`src/rtl/alu_mc.sv`:
```
// Multi-cycle ALU: single-cycle ADD/SUB/AND/OR/XOR plus iterative MUL/DIVU/REMU
// (one bit per clock through a shared adder), with a start/busy/done handshake.
module alu_mc #(
  parameter int unsigned width = 32
) (
  input  logic             clk,
  input  logic             reset,
  input  logic             start,
  input  logic [width-1:0] A,
  input  logic [width-1:0] B,
  input  logic [2:0]       ALUCtrl,
  output logic [width-1:0] Result,
  output logic [3:0]       ALUFlags,
  output logic             busy,
  output logic             done
);

  localparam int unsigned cnt_w = $clog2(width);
  localparam int unsigned add_w = width + 1;
  localparam int unsigned sum_w = width + 2;
  localparam logic [cnt_w-1:0] last_cnt = cnt_w'(width - 1);

  localparam logic [2:0] OP_ADD  = 3'b000;
  localparam logic [2:0] OP_SUB  = 3'b001;
  localparam logic [2:0] OP_AND  = 3'b010;
  localparam logic [2:0] OP_OR   = 3'b011;
  localparam logic [2:0] OP_XOR  = 3'b100;
  localparam logic [2:0] OP_MUL  = 3'b101;
  localparam logic [2:0] OP_DIVU = 3'b110;

  typedef enum logic {IDLE, RUN} state_t;

  state_t             state;
  logic [cnt_w-1:0]   cnt;
  logic [2:0]         op_q;
  logic [width-1:0]   acc;   // product high half / partial remainder
  logic [width-1:0]   qr;    // multiplier bits / dividend-then-quotient
  logic [width-1:0]   breg;

  logic               is_iter;
  logic               is_sub;
  logic [add_w-1:0]   add_a;
  logic [add_w-1:0]   add_b;
  logic               cin;
  logic [sum_w-1:0]   sum;
  logic               div_ge;
  logic [width-1:0]   acc_n;
  logic [width-1:0]   qr_n;
  logic [width-1:0]   fin_res;
  logic               fin_v;
  logic               fin_c;
  logic [3:0]         fin_flags;

  // Shared adder: ADD/SUB in IDLE, multiply accumulate or trial subtract in RUN
  always_comb begin
    is_iter = (ALUCtrl == OP_MUL) || (ALUCtrl[2:1] == 2'b11);
    is_sub  = (ALUCtrl == OP_SUB);
    add_a   = '0;
    add_b   = '0;
    cin     = 1'b0;
    if (state == RUN) begin
      if (op_q == OP_MUL) begin
        add_a = {1'b0, acc};
        add_b = qr[0] ? {1'b0, breg} : '0;
      end else begin
        add_a = {acc, qr[width-1]};
        add_b = ~{1'b0, breg};
        cin   = 1'b1;
      end
    end else begin
      add_a = {1'b0, A};
      add_b = {1'b0, (is_sub ? ~B : B)};
      cin   = is_sub;
    end
    sum = sum_w'(add_a) + sum_w'(add_b) + sum_w'(cin);
  end

  // Next iteration state and the value to write back on completion
  always_comb begin
    div_ge    = sum[width+1];
    acc_n     = '0;
    qr_n      = '0;
    fin_res   = '0;
    fin_v     = 1'b0;
    fin_c     = 1'b0;
    if (op_q == OP_MUL) begin
      acc_n = sum[width:1];
      qr_n  = {sum[0], qr[width-1:1]};
    end else begin
      acc_n = div_ge ? sum[width-1:0] : add_a[width-1:0];
      qr_n  = {qr[width-2:0], div_ge};
    end
    if (state == RUN) begin
      case (op_q)
        OP_MUL: begin
          fin_res = qr_n;
          fin_v   = |acc_n;
          fin_c   = |acc_n;
        end
        OP_DIVU: begin
          fin_res = qr_n;
          fin_v   = (breg == '0);
        end
        default: begin
          fin_res = acc_n;
          fin_v   = (breg == '0);
        end
      endcase
    end else begin
      case (ALUCtrl)
        OP_ADD, OP_SUB: begin
          fin_res = sum[width-1:0];
          fin_c   = sum[width];
          fin_v   = (A[width-1] == add_b[width-1]) && (sum[width-1] != A[width-1]);
        end
        OP_AND:  fin_res = A & B;
        OP_OR:   fin_res = A | B;
        OP_XOR:  fin_res = A ^ B;
        default: fin_res = '0;
      endcase
    end
    fin_flags = {fin_v, fin_c, fin_res[width-1], (fin_res == '0)};
  end

  // Control FSM with registered outputs
  always_ff @(posedge clk or posedge reset) begin
    if (reset) begin
      state    <= IDLE;
      cnt      <= '0;
      op_q     <= '0;
      acc      <= '0;
      qr       <= '0;
      breg     <= '0;
      Result   <= '0;
      ALUFlags <= 4'b0000;
      busy     <= 1'b0;
      done     <= 1'b0;
    end else begin
      done <= 1'b0;
      case (state)
        IDLE: begin
          if (start) begin
            if (is_iter) begin
              op_q  <= ALUCtrl;
              breg  <= B;
              qr    <= A;
              acc   <= '0;
              cnt   <= '0;
              busy  <= 1'b1;
              state <= RUN;
            end else begin
              Result   <= fin_res;
              ALUFlags <= fin_flags;
              done     <= 1'b1;
            end
          end
        end
        RUN: begin
          acc <= acc_n;
          qr  <= qr_n;
          cnt <= cnt + cnt_w'(1);
          if (cnt == last_cnt) begin
            Result   <= fin_res;
            ALUFlags <= fin_flags;
            done     <= 1'b1;
            busy     <= 1'b0;
            cnt      <= '0;
            state    <= IDLE;
          end
        end
        default: state <= IDLE;
      endcase
    end
  end

endmodule
```
`config.mk`:
```
export PLATFORM = sky130hd
export DESIGN_NAME = alu_mc
export DESIGN_NICKNAME = d
export VERILOG_FILES = /design/src/rtl/alu_mc.sv
export SDC_FILE = /design/constraint.sdc
export NUM_CORES = 1
export LEC_CHECK = 0
export CAP_MARGIN = 0
export CELL_PAD_IN_SITES_DETAIL_PLACEMENT = 1
export CELL_PAD_IN_SITES_GLOBAL_PLACEMENT = 1
export CORE_MARGIN = 3
export CORE_UTILIZATION = 45
export DETAILED_ROUTE_END_ITERATION = 16
export GPL_TIMING_DRIVEN = 0
export PLACE_DENSITY_LB_ADDON = 0.1
export RECOVER_POWER = 25
export SYNTH_ARGS = -nofsm -noshare
export SYNTH_HDL_FRONTEND = slang
export SYNTH_SLANG_ARGS = --single-unit
```
`constraint.sdc`:
```
create_clock -name clk -period 7.47 [get_ports clk]
set_clock_uncertainty 0.2 [all_clocks]
set_input_delay 2.241 -clock clk [delete_from_list [all_inputs] [get_ports clk]]
set_output_delay 2.241 -clock clk [all_outputs]
set_load 0.02 [all_outputs]
```
==> results.md <==
- The run finished, with violations left.
- The final reports fail on max-capacitance violations, max-slew violations, negative setup slack.
- The detailed-route via count is about 16,000.
- The number of nets at the end of the flow is roughly 2,000.
- The register-to-register setup slack is -0.08 ns.
- Data on the critical path is required at its endpoint by about 7.6 ns.
- The share of layout cells above drive strength 1 is 12.2%.
- CTS placed an instance of sky130_fd_sc_hd__clkbuf_16 at the clock tree root.
- The congestion estimate from routability-driven global placement came to 1.04.
- In this run the most used layer during global routing was met2.
- The global-route wire length before repair is a little over 100 mm.
- The instance count of the mapped netlist is ~1,700.
- At the placement stage, the worst setup path has a slack of -2.84 ns.
- The floorplan step defined a die boundary enclosing approximately 0.031 mm2.
- Hold repair after CTS inserted 0 buffers.
- The min-delay analysis places its worst path in the category reg -> reg.
- The number of sinks handled by clock tree synthesis is approximately 140.
- The final number of hold-violating endpoints is 0.
- STA classifies the critical path endpoint as a flop.
- The effective utilization at floorplan is 46.4%.
- After detailed routing, the number of remaining DRC violations is 0.
- The worst reg2reg path endpoint is ALUFlags[0].
- The worst pin sits at a relative slew slack of -120%.
- The sum of negative setup slack is -0.0809 ns.
- The H-tree depth reported by CTS is 4.
- The number of placement rows is between 60 and 70.
- The timing-limited maximum frequency is ~130 MHz.
- In the final routed layout, each cell accounts on average for 32.1 um.
- The vertical die dimension is 176 um.
- The number of cells traversed by the worst register-to-register path is 27.
- The placeable core area is 0.0282 mm2.
- The post-detailed-routing wire length is ~70 mm.
- The startpoint of the tightest hold check path is busy.
- The top-area cell type share of the netlist area is approximately 27%.
- The maximum number of pins on one net before global-route repair is 78.
- The part of the cycle the worst path needs is 101%.
- The mapped cell area is between 0.01 and 0.015 mm2.
- The clock transition at the registers of the reported paths is roughly 0.09 ns.
- The first TritonRoute pass finished after 8 iterations.
- The total clock buffers created by CTS is 17.
- The largest single stage delay on the critical path is around 0.76 ns.
- During placement, the flow inserted port buffers numbering ~110.
- The worst setup path is launched from a flop.
- The register bit total from synthesis is between 100 and 150.
- The overall track demand over capacity in global routing is 45.4%.
- The startpoint of the worst-slack reg-to-reg timing path is op_q[0].
- For met3 alone, demand over resource in global routing was 13.2%.
- The number of cells traversed by the worst hold path is 1.
- The multi-input combinational cells in the finished layout cover a total of roughly 0.0091 mm2.
- For the pin with the worst max-slew slack, the measured transition is roughly 3.3 ns.
- The synthesized net count is approximately 1,900.
- The tool flagged a number of max-cap violations equal to 2.
- The via count of the first global-routing pass is 15,823.
- The DRC marker count from the first detailed-route iteration is between 1,500 and 2,000.
- The sequential area share after synthesis is a little over a quarter.
- The die is 176 um wide.
- STA puts the critical path data arrival time at between 7 and 8 ns.
- The number of buffers between clock root and the deepest sink is 2.
- The largest driver fanout on the critical path is 10.
- The hold-critical path endpoint is busy.
- Setup repair after global routing left no endpoint under its margin.
- The area growth from synthesis to layout is 20.5%.
- The later pin in the worst-skew pair is clocked with a latency of roughly 0.46 ns.
- For this run the aggregate overflow at the end of global routing stands at 0.
- The Yosys step of the flow raised 0 warnings.
- Among cell families on the critical path, the largest total delay comes from buffers and inverters.
- The HPWL after detailed placement is 55.2 mm.
- By area the synthesized netlist is led by sky130_fd_sc_hd__dfrtp_1 (27%), sky130_fd_sc_hd__ha_1 (9.4%), sky130_fd_sc_hd__nand2_1 (8.3%).
- Counting both buffers and inverters, the worst setup path holds a total of 12.
- For met2 alone, demand over resource in global routing was slightly below 70%.
- The largest total area in the synthesized netlist belongs to sky130_fd_sc_hd__dfrtp_1.
- A synthesized cell averages approximately 7.6 um2.
- Counting flops with a built-in enable in the synthesized netlist gives 0.
- For this run, asynchronously set or reset flops after synthesis account for 100%.
- Among all stages on the critical path, the largest delay is contributed by sky130_fd_sc_hd__o32ai_1.
- The post-detailed-route count of antenna-violating nets is 0.
- After filler insertion, the fill cell instance count of the layout stands at 3,458.
- The number of antenna violations at the first check in global routing is 3.
- The most frequently used flop master after synthesis is sky130_fd_sc_hd__dfrtp_1.
- The final period demand of the worst path is roughly 7.6 ns.
- For this design the top-level I/O count stands at ~110.
- Registers take about 0.0036 mm2.
- The number of max-slew violations in the final report was between 100 and 150.
- The count of cell types in the netlist is 78.
- The count of endpoints failing setup in the final report is 1.
- TritonCTS built the clock tree.
- In the post-route analysis, the smallest setup slack over all paths is -0.0809 ns.
- The via density per instance is roughly 7.
- In the global route stage, met1 resource usage came out at between 50 and 60%.
- The classification of the worst setup path is reg -> reg.
-- per-layer routing --
metal | wire length, um | up-vias
met2 | 31100 | 1183
met4 | 5390 | 2
met3 | 8700 | 325
met5 | 13 | -
li1 | - | 6430
met1 | 26800 | 7709
-- layout by cell type (no fill, tap or decap), drive strengths merged, types with 43 or more instances in the layout --
cell type / count
nand2: 289
mux2i: 43
ha: 98
nor2: 129
buf: 54
clkbuf: 99
a21oi: 95
inv: 87
o21ai: 187
o211ai: 46
dfrtp: 142
xnor2: 48
clkdlybuf4s50: 103
-- area by class of cell --
cell class / count / area share, %
diodes: 3 / 0.0477
plain buffers: 123 / 4.00
clock buffers: 18 / 2.73
clock inverters: 14 / 0.819
inverters: 82 / 1.96
multi-input cells: 1365 / 57.6
flip-flops and latches: 142 / 22.6
well taps: 378 / 3.01
repair buffers: 117 / 7.25
-- synth_stat cells (16+ instances only) --
master / number
sky130_fd_sc_hd__buf_2: 17
sky130_fd_sc_hd__a22oi_1: 34
sky130_fd_sc_hd__inv_1: 82
sky130_fd_sc_hd__nand2_1: 287
sky130_fd_sc_hd__mux2i_1: 43
sky130_fd_sc_hd__nor2_1: 128
sky130_fd_sc_hd__o22ai_1: 38
sky130_fd_sc_hd__a21o_1: 21
sky130_fd_sc_hd__ha_1: 98
sky130_fd_sc_hd__xnor2_1: 48
sky130_fd_sc_hd__a21oi_1: 93
sky130_fd_sc_hd__nor3_1: 16
sky130_fd_sc_hd__buf_1: 20
sky130_fd_sc_hd__o211ai_1: 45
sky130_fd_sc_hd__nand3_1: 39
sky130_fd_sc_hd__a31oi_1: 32
sky130_fd_sc_hd__dfrtp_1: 142
sky130_fd_sc_hd__mux2_2: 40
sky130_fd_sc_hd__nand4_1: 16
sky130_fd_sc_hd__clkbuf_1: 79
sky130_fd_sc_hd__o21ai_0: 179
-- cells by family after synthesis --
group	Yosys count	synth area share, %
buffers and inverters	207	6.41
AND/OR/NAND/NOR	572	19.4
XOR/XNOR	57	3.82
flip-flops	142	27.2
adder cells (fa/ha/maj)	100	9.70
multiplexers	84	6.83
AO/OA/AOI/OAI	552	26.6
-- stage by stage --
step                      cells  instance area (um2)  hold slack, ns  util [%]
after floorplan            1714                13100           0.263         -
after global placement     2197                14600           0.267      51.8
after detailed placement   2198                14600           0.279      51.9
after CTS                  2232                15500           0.298      55.1
after global routing       2239                15700           0.312      55.8
final                      2242                15700           0.293      55.9
-- sequential cells by signal (all words and copies together), names as in the netlist --
name / flops
acc: 32
breg: 32
qr: 32
Result: 31
cnt: 5
ALUFlags: 4
op_q: 3
busy: 1
done: 1
state: 1
-- how the worst max path moves through the flow --
stage,from,endpoint,slack (ns),cells after the start
floorplan,ALUCtrl[1],ALUFlags[2],0.11,20
global placement,op_q[0],ALUFlags[0],-2.74,28
detailed placement,op_q[0],ALUFlags[0],-2.84,25
CTS,ALUCtrl[0],ALUFlags[3],0.00003,21
global route,state,ALUFlags[2],0.01,21
finish,op_q[0],ALUFlags[0],-0.08,27
-- worst register-to-register path, cell delays in order, from the launching register on --
cell	delay (ns)
sky130_fd_sc_hd__dfrtp_1	0.40
sky130_fd_sc_hd__nor2b_1	0.19
sky130_fd_sc_hd__nand2_1	0.15
sky130_fd_sc_hd__clkbuf_4	0.27
sky130_fd_sc_hd__clkbuf_4	0.30
sky130_fd_sc_hd__buf_4	0.28
sky130_fd_sc_hd__buf_4	0.32
sky130_fd_sc_hd__buf_4	0.29
sky130_fd_sc_hd__buf_4	0.29
sky130_fd_sc_hd__clkbuf_4	0.36
sky130_fd_sc_hd__clkbuf_4	0.33
sky130_fd_sc_hd__o211ai_1	0.18
sky130_fd_sc_hd__o21ai_2	0.22
sky130_fd_sc_hd__ha_2	0.41
sky130_fd_sc_hd__and4_1	0.27
sky130_fd_sc_hd__nand2_1	0.15
sky130_fd_sc_hd__a2bb2oi_4	0.26
sky130_fd_sc_hd__o211ai_4	0.14
sky130_fd_sc_hd__o21ai_2	0.21
sky130_fd_sc_hd__buf_6	0.19
sky130_fd_sc_hd__buf_6	0.22
sky130_fd_sc_hd__buf_6	0.21
sky130_fd_sc_hd__buf_2	0.37
sky130_fd_sc_hd__nor2_1	0.09
sky130_fd_sc_hd__o32ai_1	0.76
sky130_fd_sc_hd__nor4_2	0.15
sky130_fd_sc_hd__nand4_1	0.15
sky130_fd_sc_hd__o31ai_1	0.08
-- repair_timing --
action / CTS / global route
pin swaps: 7 / 13
resized for setup: 130 / 54
setup buffers: 4 / 7
setup endpoints to repair: 68 / 5
Power is left out: the tool's default activity adds up to more than one toggle a clock period on the data nets, which glitch-free logic cannot reach.
